$ cat src/rtl/alu_calc_trig.sv
// Iterative Taylor-series sine/cosine for angles in [-pi/2, +pi/2], built around one shared
// signed multiplier; each series term costs two cycles (scale by 1/n, then by x).
module alu_calc_trig #(
  parameter int unsigned DATA_W  = 18,
  parameter int unsigned FRAC_W  = 16,
  parameter int unsigned N_TERMS = 10
) (
  input  logic                     clk,
  input  logic                     reset,
  input  logic signed [DATA_W-1:0] x_in,
  input  logic                     mode,
  input  logic                     do_calc,
  output logic signed [DATA_W-1:0] result,
  output logic                     calc_done,
  output logic                     busy
);

  localparam int unsigned     TermW = DATA_W + 2;
  localparam int unsigned     AccW  = DATA_W + 4;
  localparam int unsigned     ProdW = 2 * TermW;
  localparam logic [3:0]      NLast = 4'(N_TERMS);
  localparam longint unsigned One   = 64'd1 << FRAC_W;

  typedef enum logic [2:0] {StIdle, StLoad, StMulCoef, StMulX, StDone} state_e;

  state_e                   state_q, state_d;
  logic signed [DATA_W-1:0] x_q, x_d;
  logic                     mode_q, mode_d;
  logic signed [TermW-1:0]  term_q, term_d;
  logic signed [AccW-1:0]   acc_q, acc_d;
  logic [3:0]               n_q, n_d;
  logic signed [DATA_W-1:0] result_q, result_d;
  logic                     done_q, done_d;
  logic                     busy_q, busy_d;

  logic signed [TermW-1:0]  mul_b;
  logic signed [ProdW-1:0]  prod;
  logic signed [TermW-1:0]  term_nx;
  logic signed [AccW-1:0]   term_ext;

  // round(2^FRAC_W / k), all constants folded at elaboration.
  function automatic logic signed [TermW-1:0] recip(input logic [3:0] k);
    longint unsigned r;
    case (k)
      4'd1:    r = One;
      4'd2:    r = (64'd2 * One + 64'd2) / 64'd4;
      4'd3:    r = (64'd2 * One + 64'd3) / 64'd6;
      4'd4:    r = (64'd2 * One + 64'd4) / 64'd8;
      4'd5:    r = (64'd2 * One + 64'd5) / 64'd10;
      4'd6:    r = (64'd2 * One + 64'd6) / 64'd12;
      4'd7:    r = (64'd2 * One + 64'd7) / 64'd14;
      4'd8:    r = (64'd2 * One + 64'd8) / 64'd16;
      4'd9:    r = (64'd2 * One + 64'd9) / 64'd18;
      4'd10:   r = (64'd2 * One + 64'd10) / 64'd20;
      4'd11:   r = (64'd2 * One + 64'd11) / 64'd22;
      4'd12:   r = (64'd2 * One + 64'd12) / 64'd24;
      default: r = 64'd0;
    endcase
    return TermW'(r);
  endfunction

  function automatic logic signed [DATA_W-1:0] sat(input logic signed [AccW-1:0] a);
    logic [AccW-DATA_W:0] top;
    top = a[AccW-1:DATA_W-1];
    if (top == '0 || top == '1) begin
      return a[DATA_W-1:0];
    end else if (a[AccW-1]) begin
      return {1'b1, {(DATA_W-1){1'b0}}};
    end else begin
      return {1'b0, {(DATA_W-1){1'b1}}};
    end
  endfunction

  // Shared multiplier: coefficient operand in MUL_COEF, captured angle in MUL_X.
  always_comb begin
    mul_b    = (state_q == StMulX) ? {{(TermW-DATA_W){x_q[DATA_W-1]}}, x_q} : recip(n_q);
    prod     = ProdW'(term_q) * ProdW'(mul_b);
    term_nx  = TermW'(prod >>> FRAC_W);
    term_ext = AccW'(term_nx);
  end

  always_comb begin
    state_d  = state_q;
    x_d      = x_q;
    mode_d   = mode_q;
    term_d   = term_q;
    acc_d    = acc_q;
    n_d      = n_q;
    result_d = result_q;
    done_d   = 1'b0;
    busy_d   = busy_q;
    unique case (state_q)
      StIdle: begin
        if (do_calc) begin
          x_d     = x_in;
          mode_d  = mode;
          busy_d  = 1'b1;
          state_d = StLoad;
        end
      end
      StLoad: begin
        term_d  = TermW'(One);
        acc_d   = mode_q ? '0 : AccW'(One);
        n_d     = 4'd1;
        state_d = StMulCoef;
      end
      StMulCoef: begin
        term_d  = term_nx;
        state_d = StMulX;
      end
      StMulX: begin
        term_d = term_nx;
        // Cosine keeps even powers, sine odd powers, each with alternating sign.
        case ({mode_q, n_q[1:0]})
          3'b0_00, 3'b1_01: acc_d = acc_q + term_ext;
          3'b0_10, 3'b1_11: acc_d = acc_q - term_ext;
          default:          acc_d = acc_q;
        endcase
        n_d = n_q + 4'd1;
        if (n_q < NLast) begin
          state_d = StMulCoef;
        end else begin
          state_d  = StDone;
          done_d   = 1'b1;
          result_d = sat(acc_d);
        end
      end
      StDone: begin
        busy_d  = 1'b0;
        state_d = StIdle;
      end
      default: state_d = StIdle;
    endcase
  end

  always_ff @(posedge clk) begin
    if (reset) begin
      state_q  <= StIdle;
      x_q      <= '0;
      mode_q   <= 1'b0;
      term_q   <= '0;
      acc_q    <= '0;
      n_q      <= '0;
      result_q <= '0;
      done_q   <= 1'b0;
      busy_q   <= 1'b0;
    end else begin
      state_q  <= state_d;
      x_q      <= x_d;
      mode_q   <= mode_d;
      term_q   <= term_d;
      acc_q    <= acc_d;
      n_q      <= n_d;
      result_q <= result_d;
      done_q   <= done_d;
      busy_q   <= busy_d;
    end
  end

  assign result    = result_q;
  assign calc_done = done_q;
  assign busy      = busy_q;

endmodule

$ cat config.mk
export PLATFORM = sky130hd
export DESIGN_NAME = alu_calc_trig
export DESIGN_NICKNAME = d
export VERILOG_FILES = /design/src/rtl/alu_calc_trig.sv
export SDC_FILE = /design/constraint.sdc
export NUM_CORES = 1
export LEC_CHECK = 0
export CORE_MARGIN = 2
export CORE_UTILIZATION = 46
export CTS_CLUSTER_SIZE = 30
export DETAILED_ROUTE_END_ITERATION = 8
export GPL_ROUTABILITY_DRIVEN = 0
export SETUP_SLACK_MARGIN = 0.02
export SYNTH_ARGS = -nofsm -noshare
export SYNTH_HDL_FRONTEND = slang
export SYNTH_SLANG_ARGS = --single-unit
$ cat constraint.sdc
create_clock -name clk -period 15.6 [get_ports clk]
set_clock_uncertainty 0.15 [all_clocks]
set_input_delay 3.12 -clock clk [delete_from_list [all_inputs] [get_ports clk]]
set_output_delay 3.12 -clock clk [all_outputs]
set_load 0.03 [all_outputs]
==> results of run 1 <==
## worst min path at each step
stage	cells past startpoint	endpoint	slack, ns
detailed placement	2	x_q[13]	0.30
finish	2	x_q[13]	0.31
global placement	2	result[17]	0.30
CTS	2	x_q[15]	0.31
floorplan	2	x_q[15]	0.28
global route	2	x_q[13]	0.32
## kinds of logic (layout without fill, tap and decap cells)
| kind of cell | Yosys count | after routing | synth area share (%) |
|---|---|---|---|
| AND/OR/NAND/NOR | 764 | 764 | 18.8 |
| AO/OA/AOI/OAI | 292 | 292 | 9.80 |
| adder cells (fa/ha/maj) | 512 | 512 | 46.4 |
| XOR/XNOR | 68 | 68 | 2.99 |
| multiplexers | 20 | 20 | 1.06 |
| flip-flops | 105 | 105 | 10.6 |
| buffers and inverters | 547 | 520 | 10.4 |
## routing by layer
| layer | vias up | global-route usage (%) |
|---|---|---|
| li1 | 7086 | - |
| met1 | 7769 | 30.6 |
| met2 | 310 | 42.8 |
| met3 | 79 | 3.04 |
| met4 | 0 | 7.31 |
| met5 | - | 0 |
## area by class of cell
cell class              count  area, um2
clock inverters             7       73.8
clock buffers               9        225
flip-flops and latches    105       2100
repair buffers             71        631
fillers                  4186      21700
well taps                 585        732
multi-input cells        1656      15800
inverters                 433       1630
## critical path: cells and delay by family (launching register included)
kind,cells,cell delay [ns]
buffers and inverters,6,0.86
flip-flops,1,0.61
AO/OA/AOI/OAI,9,3.21
adder cells (fa/ha/maj),9,4.12
AND/OR/NAND/NOR,11,3.25
XOR/XNOR,2,0.40
multiplexers,2,0.65
## through the flow
| stage | util [%] | area (um2) | hold slack, ns |
|---|---|---|---|
| floorplan | - | 19900 | 0.284 |
| global placement | 48.7 | 20900 | 0.295 |
| detailed placement | 48.7 | 20900 | 0.297 |
| CTS | 49.4 | 21200 | 0.309 |
| global route | 49.4 | 21200 | 0.322 |
| finish | 49.4 | 21200 | 0.309 |
## layout by cell type (no fill, tap or decap), types with 4 or more instances in the layout
master | synthesis | layout
a211o_1 | 6 | 6
a211oi_1 | 23 | 23
a21boi_0 | 4 | 4
a21o_1 | 19 | 19
a21oi_1 | 93 | 93
a22oi_1 | 30 | 30
a311oi_1 | 4 | 4
a31o_2 | 7 | 7
a31oi_1 | 6 | 6
and2_1 | 65 | 65
and3_1 | 17 | 17
buf_4 | 0 | 30
clkbuf_16 | 0 | 9
clkdlybuf4s50_1 | 0 | 40
dfxtp_1 | 105 | 105
fa_1 | 379 | 379
ha_1 | 133 | 133
inv_1 | 432 | 432
mux2_2 | 5 | 5
mux2i_1 | 14 | 7
mux2i_2 | 0 | 7
nand2_1 | 283 | 283
nand2b_1 | 32 | 32
nand3_1 | 13 | 13
nand4_1 | 6 | 6
nor2_1 | 147 | 147
nor2b_1 | 133 | 132
nor3_1 | 17 | 17
nor3b_1 | 5 | 5
nor4_1 | 9 | 9
o2111ai_1 | 7 | 7
o211ai_1 | 13 | 13
o21a_1 | 7 | 7
o21ai_0 | 36 | 36
o31a_1 | 5 | 5
o31ai_1 | 5 | 5
or2_2 | 11 | 11
or3_1 | 5 | 5
xnor2_1 | 44 | 44
xor2_1 | 24 | 24
## report_power, final
| group | switching (W) | internal [W] |
|---|---|---|
| registers | 0.00000765 | 0.000274 |
| clock network | 0.000118 | 0.000114 |
| logic | 0.000119 | 0.0000693 |
==> key figures, run 1 <==
Setup path
  – Reg-to-reg endpoint: result[0]
  – Worst R2R Path Depth: 39
  – Worst path most repeated cell: fa_1
  – Crit Path Category: flip-flop to flip-flop
  – Worst setup EP type: flip-flop
  – CP Launch Type: flip-flop
  – FF-to-FF Start: state_q[2]
  – Reg2reg setup slack: 2.23 ns
  – Req. time, crit path: 15.72 ns
  – Worst path max stage delay: 0.92 ns
  – Critical Path Sink: result[0]
  – Crit path from: state_q[2]
  – CP max-delay cell: a2111oi_0
  – WP data arrival: 13.49 ns
  – Max FO, Critical Path: 17

Yosys
  – Distinct cells, synth: 72
  – Post-synth EDFFs: 0
  – Cells after Synth: 2308
  – Post-synth top area share: 38.1%
  – Count leader, synth: inv_1
  – Net Count, Synth: 2842
  – Synth area leader: fa_1
  – Dominant synthesized flop cell: dfxtp_1
  – Seq/Total Area, Yosys: 10.6%
  – Ys Warns: 0
  – Synthesis-stage register bit count: 105
  – Post-synth top cells: inv_1 (432), fa_1 (379), nand2_1 (283)
  – Synth area leaders: fa_1 (38%), dfxtp_1 (11%), ha_1 (8.4%)
  – Synth Area per Inst: 8.63 um2
  – Ys async rst share: 0%
  – Cell area after synthesis: 19900 um2

STA
  – Final worst-path cycle share: 85.7%
  – Fin crit period: 13.37 ns
  – Worst-margin pin slew: 1.18 ns
  – Fin Setup TNS: 0 ns
  – Final setup vio count: 0
  – Fin. max-slew vios: 0
  – Max-slew headroom: 21.3%
  – Final worst slack: 2.23 ns
  – RSZ-0062 raised after global routing: false
  – Fmax: 74.8 MHz
  – Final hold viol count: 0

Die
  – Num rows: 76
  – # IOs: 42
  – Die X-Extent: 212 um
  – Die Height: 212 um
  – Initial Util: 46.5%
  – Die footprint: 45000 um2
  – Core area: 42900 um2

Drt
  – Drt wl/cell: 17.6 um
  – DRT iter0 DRCs: 812
  – DR vias: 15244
  – Drt pass-1 iters: 8
  – Routed length on met1: 21400 um
  – Detailed Route WL: 50600 um
  – Top Metal Used: met4
  – Vias/cell: 5.32
  – Post-route antenna net violation count: 0
  – Residual DRC count: 0
  – Met2 wire length: 25500 um
  – Met3 WL: 2140 um

Placed design
  – IO buf count: 41
  – Hpwl dp: 40500 um
  – Post-Place Cells: 2850
  – Setup WS pre-CTS: 2.43 ns

Min path
  – Hold WC Path Type: flip-flop to flip-flop
  – Hold_sp: x_q[13]

Clock network
  – Root Buffer: clkbuf_16
  – Post-CTS sizing: 0
  – Clk sinks: 105
  – Clock buffer count from CTS: 9
  – CTS tree: built
  – Clock-pin slew on the worst setup and hold paths: 0.08 ns
  – CTS Buffer Depth: 2
  – Worst-Skew Late Latency: 0.36 ns
  – Hold_buf cts: 0
  – Setup Fix Bufs, Post-CTS: 0
  – H-tree depth: 3

GRT
  – GR Overflow Total: 0
  – Pin count of the biggest net entering global routing: 85
  – Via count of the first global-routing pass: 16326
  – First-pass GRT wire length: 85000 um
  – Initial antenna violation count: 0
  – Gr usage total: 24.1%

Finish
  – Layout cells sized above 1: 3.81%
  – # diodes: 0
  – Non-Filler Instances: 2866
  – NumNets Final: 2810
  – Area Growth Syn to Fin: 6.29%

Pwr
  – Maximum vdd drop: 0.0538 mV
  – Total Power: 0.000701 W
  – Leak pwr: 10.1 nW
  – Pwr Density: 33.1 nW/um2

Run status
  – Run status: finished clean

Flow run
  – Max Cap Viol: 0
No activity file was read; power rests on OpenSTA's default activity.
==> run 2, diff against run 1 <==
==> constraint.sdc (replaced) <==
create_clock -name clk -period 15.6 [get_ports clk]
set_clock_uncertainty 0.15 [all_clocks]
set_input_delay 2.34 -clock clk [delete_from_list [all_inputs] [get_ports clk]]
set_output_delay 2.34 -clock clk [all_outputs]
set_load 0.005 [all_outputs]
==> results of run 2 <==
Same layout as run 1 (identical final DEF). Status: finished clean.
==> run 3, diff against run 2 <==
--- a/config.mk
+++ b/config.mk
@@ -10,7 +10,8 @@
 export CTS_CLUSTER_SIZE = 30
 export DETAILED_ROUTE_END_ITERATION = 8
 export GPL_ROUTABILITY_DRIVEN = 0
-export SETUP_SLACK_MARGIN = 0.02
+export SETUP_SLACK_MARGIN = 0.2
 export SYNTH_ARGS = -nofsm -noshare
 export SYNTH_HDL_FRONTEND = slang
 export SYNTH_SLANG_ARGS = --single-unit
+export TNS_END_PERCENT = 100
==> results of run 3 <==
Same layout as run 1 (identical final DEF). Status: finished clean.
